### src/rtl/jop_alarm_pkg.sv
// Shared types and default sizing for the JOP alarm controller.
package jop_alarm_pkg;

    typedef enum logic [1:0] {
        NORMAL = 2'd0,
        WARN   = 2'd1,
        ALARM  = 2'd2,
        CLEAR  = 2'd3
    } alarm_state_e;

    localparam int unsigned DefWidth      = 8;
    localparam int unsigned DefNumSrc     = 4;
    localparam int unsigned DefLeakPeriod = 256;

endpackage

### src/rtl/jop_alarm_rr_arb.sv
// Round-robin arbiter: first requester at or after ptr wins (purely combinational).
module jop_alarm_rr_arb
    import jop_alarm_pkg::*;
#(
    parameter  int unsigned N    = DefNumSrc,
    localparam int unsigned IdxW = $clog2(N)
) (
    input  logic [N-1:0]    req,
    input  logic [IdxW-1:0] ptr,
    output logic [N-1:0]    gnt_c,
    output logic [IdxW-1:0] idx_c,
    output logic            vld_c
);

    // Scan requesters starting at ptr, wrapping modulo N.
    always_comb begin
        int unsigned    j;
        logic [IdxW-1:0] jj;
        j     = 0;
        jj    = '0;
        gnt_c = '0;
        idx_c = '0;
        vld_c = 1'b0;
        for (int unsigned i = 0; i < N; i++) begin
            j  = (32'(ptr) + i) % N;
            jj = IdxW'(j);
            if (!vld_c && req[jj]) begin
                vld_c     = 1'b1;
                gnt_c[jj] = 1'b1;
                idx_c     = jj;
            end
        end
    end

endmodule

### src/rtl/jop_alarm_ctrl.sv
// JOP alarm controller: arbitrates score commands, runs the sticky alarm FSM and
// the clear handshake. Optional periodic leak enabled by defining JOP_ALARM_LEAK_EN.
module jop_alarm_ctrl
    import jop_alarm_pkg::*;
#(
    parameter int unsigned Width      = DefWidth,
    parameter int unsigned NumSrc     = DefNumSrc,
    parameter int unsigned LeakPeriod = DefLeakPeriod
) (
    input  logic                    clk_i,
    input  logic                    rst_ni,
    input  logic [NumSrc-1:0]       evt_i,
    input  logic                    good_i,
    input  logic [NumSrc*Width-1:0] cfg_step_i,
    input  logic [Width-1:0]        cfg_warn_i,
    input  logic [Width-1:0]        cfg_alarm_i,
    input  logic                    leak_en_i,
    input  logic                    clr_req_i,
    output logic                    clr_ack_o,
    input  logic [Width-1:0]        cnt_i,
    output logic                    cnt_incr_o,
    output logic                    cnt_decr_o,
    output logic [Width-1:0]        cnt_step_o,
    output logic                    warn_o,
    output logic                    alarm_o,
    output logic                    drop_o
);

    localparam int unsigned IdxW  = $clog2(NumSrc);
    localparam int unsigned LeakW = $clog2(LeakPeriod);

    alarm_state_e      state_q;
    logic [NumSrc-1:0] pend_q;
    logic              good_q;
    logic [IdxW-1:0]   ptr_q;
    logic              leak_q;

    logic [NumSrc-1:0] arb_gnt;
    logic [IdxW-1:0]   arb_idx;
    logic              arb_vld;
    logic              active_c;
    logic              leak_gnt_c;
    logic [Width-1:0]  step_sel_c;
    logic [IdxW-1:0]   ptr_nxt_c;

    jop_alarm_rr_arb #(.N(NumSrc)) u_arb (
        .req   (pend_q),
        .ptr   (ptr_q),
        .gnt_c (arb_gnt),
        .idx_c (arb_idx),
        .vld_c (arb_vld)
    );

    // Leak is lowest priority: only granted when no source and no benign event waits.
    assign active_c   = (state_q != CLEAR);
    assign leak_gnt_c = active_c && !arb_vld && !good_q && leak_q;
    assign step_sel_c = cfg_step_i[arb_idx*Width +: Width];
    assign ptr_nxt_c  = (arb_idx == IdxW'(NumSrc - 1)) ? '0 : arb_idx + IdxW'(1);

`ifdef JOP_ALARM_LEAK_EN
    logic [LeakW-1:0] leak_tmr_q;
    logic             leak_wrap_c;

    assign leak_wrap_c = (leak_tmr_q == LeakW'(LeakPeriod - 1));

    // Leak timer; a wrap while leak_q is still set merges into the pending leak.
    always_ff @(posedge clk_i or negedge rst_ni) begin
        if (!rst_ni) begin
            leak_tmr_q <= '0;
            leak_q     <= 1'b0;
        end else if (!leak_en_i) begin
            leak_tmr_q <= '0;
            leak_q     <= 1'b0;
        end else begin
            leak_tmr_q <= leak_wrap_c ? '0 : leak_tmr_q + LeakW'(1);
            leak_q     <= active_c && ((leak_q && !leak_gnt_c) || leak_wrap_c);
        end
    end
`else
    logic [LeakW+1:0] unused_leak;

    assign leak_q      = 1'b0;
    assign unused_leak = {leak_en_i, leak_gnt_c, LeakW'(0)};
`endif

    // Pending capture, command issue and alarm FSM; all commands leave registered.
    always_ff @(posedge clk_i or negedge rst_ni) begin
        if (!rst_ni) begin
            state_q    <= NORMAL;
            pend_q     <= '0;
            good_q     <= 1'b0;
            ptr_q      <= '0;
            drop_o     <= 1'b0;
            cnt_incr_o <= 1'b0;
            cnt_decr_o <= 1'b0;
            cnt_step_o <= '0;
            clr_ack_o  <= 1'b0;
        end else begin
            cnt_incr_o <= 1'b0;
            cnt_decr_o <= 1'b0;
            cnt_step_o <= '0;
            clr_ack_o  <= 1'b0;
            if (state_q == CLEAR) begin
                pend_q <= '0;
                good_q <= 1'b0;
                drop_o <= 1'b0;
                if (cnt_i != '0) begin
                    cnt_decr_o <= 1'b1;
                    cnt_step_o <= '1;
                end else begin
                    clr_ack_o <= 1'b1;
                    state_q   <= NORMAL;
                end
            end else begin
                if (arb_vld) begin
                    cnt_incr_o <= 1'b1;
                    cnt_step_o <= step_sel_c;
                    ptr_q      <= ptr_nxt_c;
                end else if (good_q || leak_q) begin
                    cnt_decr_o <= 1'b1;
                    cnt_step_o <= Width'(1);
                end
                pend_q <= (pend_q & ~arb_gnt) | evt_i;
                good_q <= (good_q & arb_vld) | good_i;
                if ((evt_i & pend_q & ~arb_gnt) != '0) begin
                    drop_o <= 1'b1;
                end
                case (state_q)
                    NORMAL: begin
                        if (cnt_i >= cfg_alarm_i)     state_q <= ALARM;
                        else if (cnt_i >= cfg_warn_i) state_q <= WARN;
                    end
                    WARN: begin
                        if (cnt_i >= cfg_alarm_i)    state_q <= ALARM;
                        else if (cnt_i < cfg_warn_i) state_q <= NORMAL;
                    end
                    ALARM: begin
                        if (clr_req_i) state_q <= CLEAR;
                    end
                    default: ;
                endcase
                // Outside ALARM a clear request is simply acknowledged once.
                if (clr_req_i && !clr_ack_o && (state_q != ALARM)) begin
                    clr_ack_o <= 1'b1;
                end
            end
        end
    end

    assign warn_o  = (state_q == WARN);
    assign alarm_o = (state_q == ALARM) || (state_q == CLEAR);

endmodule

### config.mk
export PLATFORM = sky130hd
export DESIGN_NAME = jop_alarm_ctrl
export DESIGN_NICKNAME = d
export VERILOG_FILES = /design/src/rtl/jop_alarm_pkg.sv /design/src/rtl/jop_alarm_rr_arb.sv /design/src/rtl/jop_alarm_ctrl.sv
export SDC_FILE = /design/constraint.sdc
export NUM_CORES = 1
export LEC_CHECK = 0
export CORE_AREA = 4 4 72 81
export DETAILED_ROUTE_END_ITERATION = 16
export DIE_AREA = 0 0 76 85
export MAX_ROUTING_LAYER = met4
export PLACE_DENSITY = 0.72
export SETUP_SLACK_MARGIN = 0.5
export SYNTH_ARGS = -nofsm -noshare
export SYNTH_HDL_FRONTEND = slang
export SYNTH_HIERARCHICAL = 1
export SYNTH_SLANG_ARGS = --single-unit
### constraint.sdc
create_clock -name clk_i -period 2.76 [get_ports clk_i]
set_input_delay 0.276 -clock clk_i [delete_from_list [all_inputs] [get_ports clk_i]]
set_output_delay 0.276 -clock clk_i [all_outputs]
set_load 0.02 [all_outputs]
* Word-level counts from Yosys, hierarchy flattened
Cells that the tools add are included.
Storage, ports and cells: register bits 21, input port bits 65, word-level logic and storage cells 120
Operators by class: add/subtract/negate cells 4, order comparisons 11, equality and inequality tests 9, shift-type cells 1, muxes and demuxes 54, bitwise gates (word level) 11, reductions and logical operators 21
Operator list (count):
- $shiftx 32x6->8 | 1
- $mux 1 | 25
- $mux 2 | 12
- $mux 8 | 3
- $mux 4 | 5
- $ge 8x8->1 | 2
- $or 4x4->4 | 4
- $and 4x4->4 | 3
- $lt 2x3->1 const B | 4
- $logic_and 1x1->1 | 9
- $bmux 1 s2 | 4
- $demux 1 s2 | 4
- $ge 2x1->1 const B | 4
- $lt 8x8->1 | 1
- $reduce_bool 4->1 | 2
- $reduce_bool 8->1 | 1
- $eq 2x2->1 const B | 3
- $pmux 2 s3 | 1
- $reduce_and 5->1 | 1
- $add 2x1->2 const B | 2
- $add 2x2->2 const B | 2
- $logic_not 1->1 | 4
- $ne 2x2->1 const B | 2
- $ne 4x1->1 const B | 1
- 11 further kinds | 11

* Depth between registers and ports, before layout
Gate-level depths: netlist of the first run.
word-level depth 17, mapped depth 12, mapped depth without buffers 9

* Modules after synthesis
The synthesis of the first run kept the hierarchy.
Modules (own cells, without submodules):
- jop_alarm_ctrl | instances 1, cells an instance 155, area an instance 1527.7 sq um, seq. area each 525.5 sq um
- jop_alarm_rr_arb | instances 1, cells an instance 45, area an instance 422.9 sq um, seq. area each 0.0 sq um

* Worst setup path after synthesis of the first run
OpenSTA, ideal clock, no wires.
kind register to register, start register ptr_q[0], end register cnt_step_o[0], setup time 118 ps, arrival 2785 ps, slack -143 ps, cell stages (with the launch flop) 12, period minus slack after synthesis 2903 ps, cell sequence dfrtp_1 > buf_6 > inv_1 > ha_1 > mux4_2 > buf_6 > and2b_2 > o21ai_0 > o31ai_1 > buf_2 > mux4_2 > a21o_1
Between the ends: word-level cells in the longest chain between the ends 15
Ends and longest elaborated chain:
- start, declared | line jop_alarm_ctrl.sv:35 | logic [IdxW-1:0] ptr_q;
- start signal, assigned | line jop_alarm_ctrl.sv:118 | ptr_q <= ptr_nxt_c;
- parallel branches: the longest is 11 deep, another holds $add 2x1->2
- $mux 2 * | line jop_alarm_rr_arb.sv:27 | if (!vld_c && req[jj]) begin
- via arb_idx[0] | line jop_alarm_ctrl.sv:39 | logic [IdxW-1:0] arb_idx;
- $shiftx 32x6->8 * | line jop_alarm_ctrl.sv:57 | assign step_sel_c = cfg_step_i[arb_idx*Width +: Width];
- $mux 8 * | line jop_alarm_ctrl.sv:115 | if (arb_vld) begin
- $mux 8 * | line jop_alarm_ctrl.sv:103 | if (state_q == CLEAR) begin
- end signal, assigned | line jop_alarm_ctrl.sv:117 | cnt_step_o <= step_sel_c;
- end signal, assigned | line jop_alarm_ctrl.sv:121 | cnt_step_o <= Width'(1);
- end, declared | line jop_alarm_ctrl.sv:23 | output logic [Width-1:0] cnt_step_o,
Mark *: on every way through the listed nets, which the timed path passes. The select of a mux whose other input is x is not followed. A chain may end at the register's enable or synchronous reset.

* Worst setup path after layout of the first run
Same ends and word-level chain as after synthesis.

==> flow_summary.toml, run 1 <==
[route]
postRouteAntennaNets = 0
vias = 1842
viasPerCell = 5.189
drc = 0
first_iter_violations = 70
wl_mm = 5.247
avgRoutedWirePerCell_um = 14.78
first_pass_iters = 4

[clock_tree]
cts_root_buf = "clkbuf_8"
htreeDepth = 1
cts_tree = "yes"
cts_sinks = 21
clkLatencyLatePin_ps = 270
cts_hold_buffers = 0
cts_made_buffers = 3
clk_path_buf_depth = 2
clk_pin_slew_worst_paths_ps = 80

[floorplan]
fp.dieW_um = 76
core_area_um2 = 4966
dieArea_um2 = 6460
row_count = 27
fp.dieH_um = 85
initial_utilization_pct = 39.28
ios = 79

[global_routing]
grt_pass1_vias = 1876
grt_max_degree = 22
grt_overflow = 0
antenna_found_initial = 0
grt_pass1_wl_mm = 8.411
grt_use_total_pct = 16.15

[yosys]
synth_warnings = 6
synthCells = 200
synth.largest_area_cell = "dfrtp_1"
avgSynthCellArea_um2 = 9.753
synth_area_um2 = 1951
synth_nets = 291
synth_top_cell_area_share_pct = 26.94
ys_ff_latch = 21
synth_seq_area_share_pct = 26.94
ys_top_cells_by_area = "dfrtp_1 (27%), ha_1 (17%), mux4_2 (10%), nand2_1 (4.8%), inv_1 (4.4%)"
yosysUniqueCellTypes = 44

[setup_path]
worst-path-max-fanout = 9
slowest_delay_ps = 450
cp_cell_sequence = "inv_4 -> ha_4 -> mux4_2 -> buf_4 -> nor4_1 -> nor2_1 -> a32o_2 -> mux4_2 -> a21o_1"
crit_end = "cnt_step_o[0]"
cp_num_buf_inv = 2
ff2ff_path_depth = 9
worst_setup_path_start_kind = "flop"
cp_top_family = "multiplexers"
worstPathRequired_ps = 2930
worst_path_most_repeated_cell = "mux4_2"
worst_r2r_endpoint = "cnt_step_o[0]"
crit_arrival_ps = 2740
crit_slowest_cell = "dfrtp_2"
cp_num_cells = 9
r2r_slack_ps = 190
worst_setup_path_end_kind = "flop"
crit_start = "ptr_q[0]"
reg2reg_from = "ptr_q[0]"
path_class = "flop to flop"

[power_and_ir_drop]
cellPowerDensity_nw_per_um2 = 1312
p_total_uw = 3987
p_leak_uw = 0.001387
vdd_drop_max_v = 0.0006981

[placement]
globalplace.congestion = 0.8460
place_hpwl_mm = 4.109
pre_cts_ws_ps = -41.41
placed_cells = 337
port_buffers = 77
dpl_cell_area_um2 = 2848

[run_status]
status = "complete, no violations"

[timing]
fin_ws_ps = 187.2
finalSetupViolations = 0
fin_skew_ps = 8.736
max_freq_ghz = 0.3887
slew-limit-headroom_pct = 75.92
tightest_slew_ps = 351.2
rsz0062_at_grt = "yes"
finalHoldViolCount = 0
final.period_utilization_pct = 93.22
slew_viol_final = 0
final.min_clock_period_ps = 2573

[final_layout]
utilization_pct = 61.17
syn2layout_area_growth_pct = 55.74
register_area_um2 = 528.0
layout.nets = 389
multi_input_comb_area_um2 = 1321
antenna_cells = 0
fillers = 410
fin_cells = 355
drive_above_1_share_pct = 20.88
final_area_um2 = 3038

[job]
drv_cap = 0

[worst_hold_path]
hp-class = "input port to async pin"
-- stage by stage --
step                TNS [ps]  hold slack (ps)
detailed placement    -86.49            499.7
global route               0            359.3
CTS                        0            356.0
global placement           0            497.7
finish                     0            343.4
floorplan                  0           -19.59
-- worst min path at each step --
stage | cells after the start | slack [ps] | start | endpoint
6_report | 2 | 340 | rst_ni | cnt_incr_o
5_1_grt | 2 | 360 | rst_ni | cnt_step_o[7]
4_1_cts | 2 | 360 | rst_ni | cnt_step_o[7]
3_5_place_dp | 2 | 500 | good_q | cnt_decr_o
3_3_place_gp | 2 | 500 | good_q | cnt_decr_o
2_1_floorplan | 0 | -20 | rst_ni | clr_ack_o
-- routing by layer --
metal / share of wire (%) / vias to the layer above / global-route usage (%)
met4: 1.0 / 0 / 3.560
met1: 41 / 860 / 18.41
met2: 53 / 56 / 29.52
met5: 0 / - / -
met3: 5.0 / 6 / 2.548
li1: - / 920 / -
-- power breakdown --
part / internal (µW) / switching [µW] / leakage, µW
registers: 486 / 131 / 0.000242
logic: 1720 / 1440 / 0.00112
clock network: 102 / 108 / 0.0000217
total: 2300 / 1680 / 0.00139
-- what timing repair did --
| item | CTS | global route |
|---|---|---|
| buffers inserted | 11 | 2 |
| resized for setup | 12 | 4 |
| endpoints found under the hold margin | 0 | 0 |
| gates cloned | 1 | 0 |
| setup endpoints to repair | 17 | 16 |
| pin swaps | 3 | 0 |
-- synthesized netlist by cell type, drive strengths merged --
master,instances
nand2b,4
o211ai,1
nand3,1
or2,1
clkbuf,2
mux2i,2
clkinv,1
and2b,1
a21o,4
mux4,12
nor4,3
a32o,1
nor4b,1
o31a,2
a22oi,8
inv,23
o211a,2
nand4,1
and2,1
nor3,3
ha,26
and4,1
nand2,25
o311ai,1
o21a,1
a211oi,2
dfrtp,21
nor2,14
buf,4
a21oi,8
a222oi,1
o21ai,9
a41o,1
nor2b,6
a2111oi,1
o31ai,3
mux2,2
-- worst register-to-register path: stages (launching register included) --
cell and delay, ps:
dfrtp_2 450, inv_4 50, ha_4 270, mux4_2 350, buf_4 180, nor4_1 280
nor2_1 90, a32o_2 320, mux4_2 320, a21o_1 170
-- state kept, by name (all words and copies together) (netlist names) --
name	count
state_q	2
good_q	1
cnt_step_o	8
cnt_incr_o	1
pend_q	4
drop_o	1
clr_ack_o	1
cnt_decr_o	1
ptr_q	2
-- area by class of cell --
cell class / count / area share (%)
Tap cell: 58 / 2.389
Clock inverter: 1 / 0.2471
Clock buffer: 3 / 1.359
Sequential cell: 21 / 17.38
Multi-Input combinational cell: 149 / 43.49
Timing Repair Buffer: 99 / 32.00
Inverter: 24 / 3.130
-- layout by cell type (no fill, tap or decap), drive strengths merged, types with 2 or more instances in the layout --
master	instances
inv	24
a21oi	8
nand2b	4
nor4	3
nor2	14
a21o	4
o31ai	3
ha	26
nor3	3
mux2	2
nand2	25
o21ai	9
o211a	2
a211oi	2
mux4	12
clkdlybuf4s50	77
a22oi	8
mux2i	2
nor2b	6
clkbuf	3
buf	22
o31a	2
dfrtp	21
-- kinds of logic after synthesis --
kind of cell	count (synthesis)	share of synthesized area [%]
adder cells (fa/ha/maj)	26	16.68
flip-flops	21	26.94
AO/OA/AOI/OAI	45	17.19
AND/OR/NAND/NOR	62	15.91
multiplexers	16	16.61
buffers and inverters	30	6.671
No activity file was read; power rests on OpenSTA's default activity.
==> run 2: changes to the inputs <==
--- a/config.mk
+++ b/config.mk
@@ -5,9 +5,12 @@
 export SDC_FILE = /design/constraint.sdc
 export NUM_CORES = 1
 export LEC_CHECK = 0
+export CAP_MARGIN = 20
 export CORE_AREA = 4 4 72 81
+export CTS_CLUSTER_DIAMETER = 80
 export DETAILED_ROUTE_END_ITERATION = 16
 export DIE_AREA = 0 0 76 85
+export GPL_TIMING_DRIVEN = 0
 export MAX_ROUTING_LAYER = met4
 export PLACE_DENSITY = 0.72
 export SETUP_SLACK_MARGIN = 0.5
==> flow_summary.toml, run 2 (same netlist as run 1, synthesis figures left out) <==
[timing]
final.min_clock_period_ps = 2613
fin_skew_ps = 5.763
final.period_utilization_pct = 94.66
fin_ws_ps = 147.3
finalHoldViolCount = 0
rsz0062_at_grt = "yes"
slew_viol_final = 0
max_freq_ghz = 0.3827
tightest_slew_ps = 980.6
slew-limit-headroom_pct = 34.42
hold_ws_ps = 524.7
finalSetupViolations = 0

[power_and_ir_drop]
p_leak_uw = 0.001386
vdd_drop_max_v = 0.0006846
cellPowerDensity_nw_per_um2 = 1322
p_total_uw = 4012

[clock_tree]
cts_root_buf = "clkbuf_8"
clk_pin_slew_worst_paths_ps = 90
clkLatencyLatePin_ps = 270
htreeDepth = 1
clk_path_buf_depth = 2
cts_tree = "yes"
cts_sinks = 21
cts_made_buffers = 3

[global_routing]
grt_overflow = 0
grt_use_total_pct = 16.72
grt_max_degree = 22
antenna_found_initial = 0
grt_pass1_vias = 1924
grt_pass1_wl_mm = 8.749

[route]
vias = 1844
postRouteAntennaNets = 0
viasPerCell = 5.194
first_iter_violations = 107
wl_mm = 5.312
first_pass_iters = 4
drc = 0
avgRoutedWirePerCell_um = 14.96

[setup_path]
path_class = "flop to flop"
crit_start = "ptr_q[0]"
worstPathRequired_ps = 2930
worst_setup_path_end_kind = "flop"
worst_setup_path_start_kind = "flop"
reg2reg_from = "ptr_q[0]"
crit_arrival_ps = 2780
worst-path-max-fanout = 7

[final_layout]
drive_above_1_share_pct = 21.21
final_area_um2 = 3034
reg_top3 = "cnt_step_o (8), pend_q (4)"
layout.nets = 389
top_register = "cnt_step_o"
fillers = 430
largest_reg_flops = 8
fin_cells = 355
antenna_cells = 0
layout_common_cells = "clkdlybuf4s50_1 (76), nand2_1 (24), ha_1 (24), inv_1 (21), dfrtp_1 (19)"
final_common_cell = "clkdlybuf4s50_1"
syn2layout_area_growth_pct = 55.55

[run_status]
status = "complete, no violations"

[floorplan]
dieArea_um2 = 6460
core_area_um2 = 4966
row_count = 27
initial_utilization_pct = 39.28
ios = 79
fp.dieH_um = 85
fp.dieW_um = 76

[worst_hold_path]
hold_start = "good_q"
hp-class = "flop to flop"

[placement]
pre_cts_ws_ps = -218.3
dpl_cell_area_um2 = 2813
port_buffers = 77
globalplace.congestion = 0.8184
place_hpwl_mm = 4.101
placed_cells = 335

[job]
drv_cap = 0
-- run 2: worst paths after layout --
kind / depth (start not counted) / slack, ps / endpoint
min in group asynchronous: 1 / 540 / cnt_step_o[7]
worst max register to register: 11 / 150 / cnt_step_o[0]
worst min register to register: 2 / 520 / cnt_decr_o
worst min-delay path: 2 / 520 / cnt_decr_o
worst max-delay path: 11 / 150 / cnt_step_o[0]
max in group asynchronous: 1 / 1560 / ptr_q[1]
-- run 2: cell type report --
cell class / instances / area (µm²) / area share, %
well taps: 58 / 72.57 / 2.392
clock inverters: 1 / 5.005 / 0.1649
repair buffers: 93 / 897.1 / 29.57
flip-flops and latches: 21 / 528.0 / 17.40
clock buffers: 3 / 41.29 / 1.361
inverters: 24 / 97.59 / 3.216
multi-input cells: 149 / 1338 / 44.08
plain buffers: 6 / 55.05 / 1.814
-- run 2: metrics by stage --
stage | TNS (ps) | util (%)
finish | 0 | 61.10
global route | 0 | 61.10
CTS | 0 | 60.02
detailed placement | -1635 | 56.64
global placement | -1263 | 56.64
floorplan | 0 | -
-- run 2: critical path, cell delays in order, from the launching register on --
cell and delay (ps):
dfrtp_2 380, buf_8 130, inv_6 40, ha_4 270, mux4_2 300, buf_6 150
and2b_2 220, o21ai_2 70, o31ai_4 90, buf_6 190, mux4_2 500, a21o_1 160
-- run 2: metal layers --
| metal | vias up | global-route usage, % | share of wire (%) |
|---|---|---|---|
| met2 | 45 | 32.01 | 55 |
| li1 | 917 | - | - |
| met5 | - | - | 0 |
| met1 | 878 | 18.80 | 41 |
| met3 | 4 | 1.592 | 3.4 |
| met4 | 0 | 2.913 | 0.75 |
-- run 2: timing repair --
action                     4_1_cts  5_1_grt
resized for setup               14       15
setup endpoints to repair       17       16
cloned                           1        0
pin swaps                        1        5
hold buffers                     0        0
buffers inserted                11        4
-- run 2: report_power, final --
part	switching, µW	leakage [µW]	total [µW]	internal [µW]
combinational	1510	0.00112	3200	1700
clock	112	0.0000255	213	101
sequential	111	0.000242	596	486
==> run 3: changes to the inputs <==
--- a/config.mk
+++ b/config.mk
@@ -6,10 +6,10 @@
 export NUM_CORES = 1
 export LEC_CHECK = 0
 export CAP_MARGIN = 20
-export CORE_AREA = 4 4 72 81
+export CORE_AREA = 2 2 70 79
 export CTS_CLUSTER_DIAMETER = 80
 export DETAILED_ROUTE_END_ITERATION = 16
-export DIE_AREA = 0 0 76 85
+export DIE_AREA = 0 0 72 81
 export GPL_TIMING_DRIVEN = 0
 export MAX_ROUTING_LAYER = met4
 export PLACE_DENSITY = 0.72
==> flow_summary.toml, run 3 (same netlist as run 1, synthesis figures left out) <==
[global_routing]
antenna_found_initial = 0
grt_max_degree = 22
grt_use_total_pct = 19.11
grt_pass1_wl_mm = 8.500
grt_overflow = 0
grt_pass1_vias = 1907

[timing]
final.min_clock_period_ps = 2634
final.period_utilization_pct = 95.43
fin_skew_ps = 1.693
slew_viol_final = 0
tightest_slew_ps = 410.9
tns_ps = 0
rsz0062_at_grt = "yes"
finalHoldViolCount = 0
max_freq_ghz = 0.3797
finalSetupViolations = 0
slew-limit-headroom_pct = 72.35
hold_ws_ps = 185.9

[placement]
globalplace.congestion = 0.8118
placed_cells = 337
place_hpwl_mm = 3.885
port_buffers = 77

[final_layout]
layout.nets = 392
register_area_um2 = 528.0
fillers = 435
largest_reg_flops = 8
final_common_cell = "clkdlybuf4s50_1"
syn2layout_area_growth_pct = 56.83
reg_top3 = "cnt_step_o (8), pend_q (4)"
layout_common_cells = "clkdlybuf4s50_1 (76), nand2_1 (25), ha_1 (25), inv_1 (21), dfrtp_1 (19)"
drive_above_1_share_pct = 21.67
top_register = "cnt_step_o"
fin_cells = 360
antenna_cells = 0
multi_input_comb_area_um2 = 1330

[floorplan]
dieArea_um2 = 5832
row_count = 28
core_area_um2 = 5150
initial_utilization_pct = 37.88
fp.dieW_um = 72
fp.dieH_um = 81
ios = 79

[clock_tree]
clkLatencyLatePin_ps = 260
clk_path_buf_depth = 2
cts_tree = "yes"
cts_hold_buffers = 0
clk_pin_slew_worst_paths_ps = 80
cts_made_buffers = 3
htreeDepth = 1
cts_root_buf = "clkbuf_8"
cts_sinks = 21

[power_and_ir_drop]
p_leak_uw = 0.001408
cellPowerDensity_nw_per_um2 = 1293
vdd_drop_max_v = 0.0007568

[setup_path]
worstPathRequired_ps = 2920
worst_setup_path_start_kind = "flop"
crit_slowest_cell = "mux4_2"
reg2reg_from = "ptr_q[0]"
cp_num_buf_inv = 4
slowest_delay_ps = 490
worst-path-max-fanout = 7
path_class = "flop to flop"
cp_cell_sequence = "buf_8 -> inv_4 -> ha_4 -> mux4_2 -> buf_6 -> and2b_2 -> o21ai_4 -> o31ai_4 -> buf_6 -> mux4_2 -> a21o_1"
cp_top_family = "multiplexers"
crit_start = "ptr_q[0]"
crit_arrival_ps = 2790
worst_setup_path_end_kind = "flop"

[run_status]
status = "complete, no violations"

[worst_hold_path]
hp-class = "input port to async pin"

[route]
avgRoutedWirePerCell_um = 14.50
viasPerCell = 5.228
wl_mm = 5.219
first_iter_violations = 80
first_pass_iters = 4
vias = 1882
drc = 0
postRouteAntennaNets = 0

[job]
drv_cap = 0
[run 3: area by class of cell]
class,count,share of cell area [%]
buffer,6,2.004
inverter,24,3.108
sequential,21,17.26
timing repair buffer,96,30.18
clock inverter,1,0.1636
multi-input combinational,149,43.48
tap,60,2.454
clock buffer,3,1.350
[run 3: worst paths after layout]
path                                       to  slack [ps]  cells after the start
worst max-delay path            cnt_step_o[0]         130                     11
worst min-delay path            cnt_step_o[4]         190                      1
worst max register to register  cnt_step_o[0]         130                     11
worst min register to register         good_q         530                      2
max in group asynchronous            ptr_q[0]        2200                      2
min in group clk_i                     good_q         530                      2
[run 3: routing by layer]
metal	up-vias	part of all wire, %	global-route usage [%]
met4	0	1.6	6.038
met5	-	0	-
met1	911	40	21.82
met3	8	2.7	1.365
met2	38	55	35.56
li1	925	-	-
[run 3: stage by stage]
stage,total power (µW),utilization (%),worst slack [ps],cell area [µm²]
6_report,3955,59.40,126.1,3059
3_3_place_gp,3123,54.66,-201.8,2815
3_5_place_dp,3185,54.66,-296.1,2815
5_1_grt,4276,59.40,30.14,3059
4_1_cts,3773,57.99,158.4,2987
2_1_floorplan,2510,-,50.42,1969
[run 3: repair_timing]
action / in CTS / in global routing
endpoints found under the setup margin: 17 / 16
pin swaps: 2 / 4
cloned: 1 / 0
gates resized for setup: 21 / 7
buffers inserted: 11 / 6
[run 3: power breakdown]
group          internal (µW)  total [µW]  switching [µW]
Clock                    101         203             103
Combinational           1650        3150            1510
Sequential               486         597             111
Total                   2230        3950            1720
[run 3: worst register-to-register path, stage by stage (launching register included)]
cell     delay, ps
dfrtp_2        380
buf_8          130
inv_4           40
ha_4           270
mux4_2         300
buf_6          150
and2b_2        250
o21ai_4         70
o31ai_4         90
buf_6          190
mux4_2         490
a21o_1         160
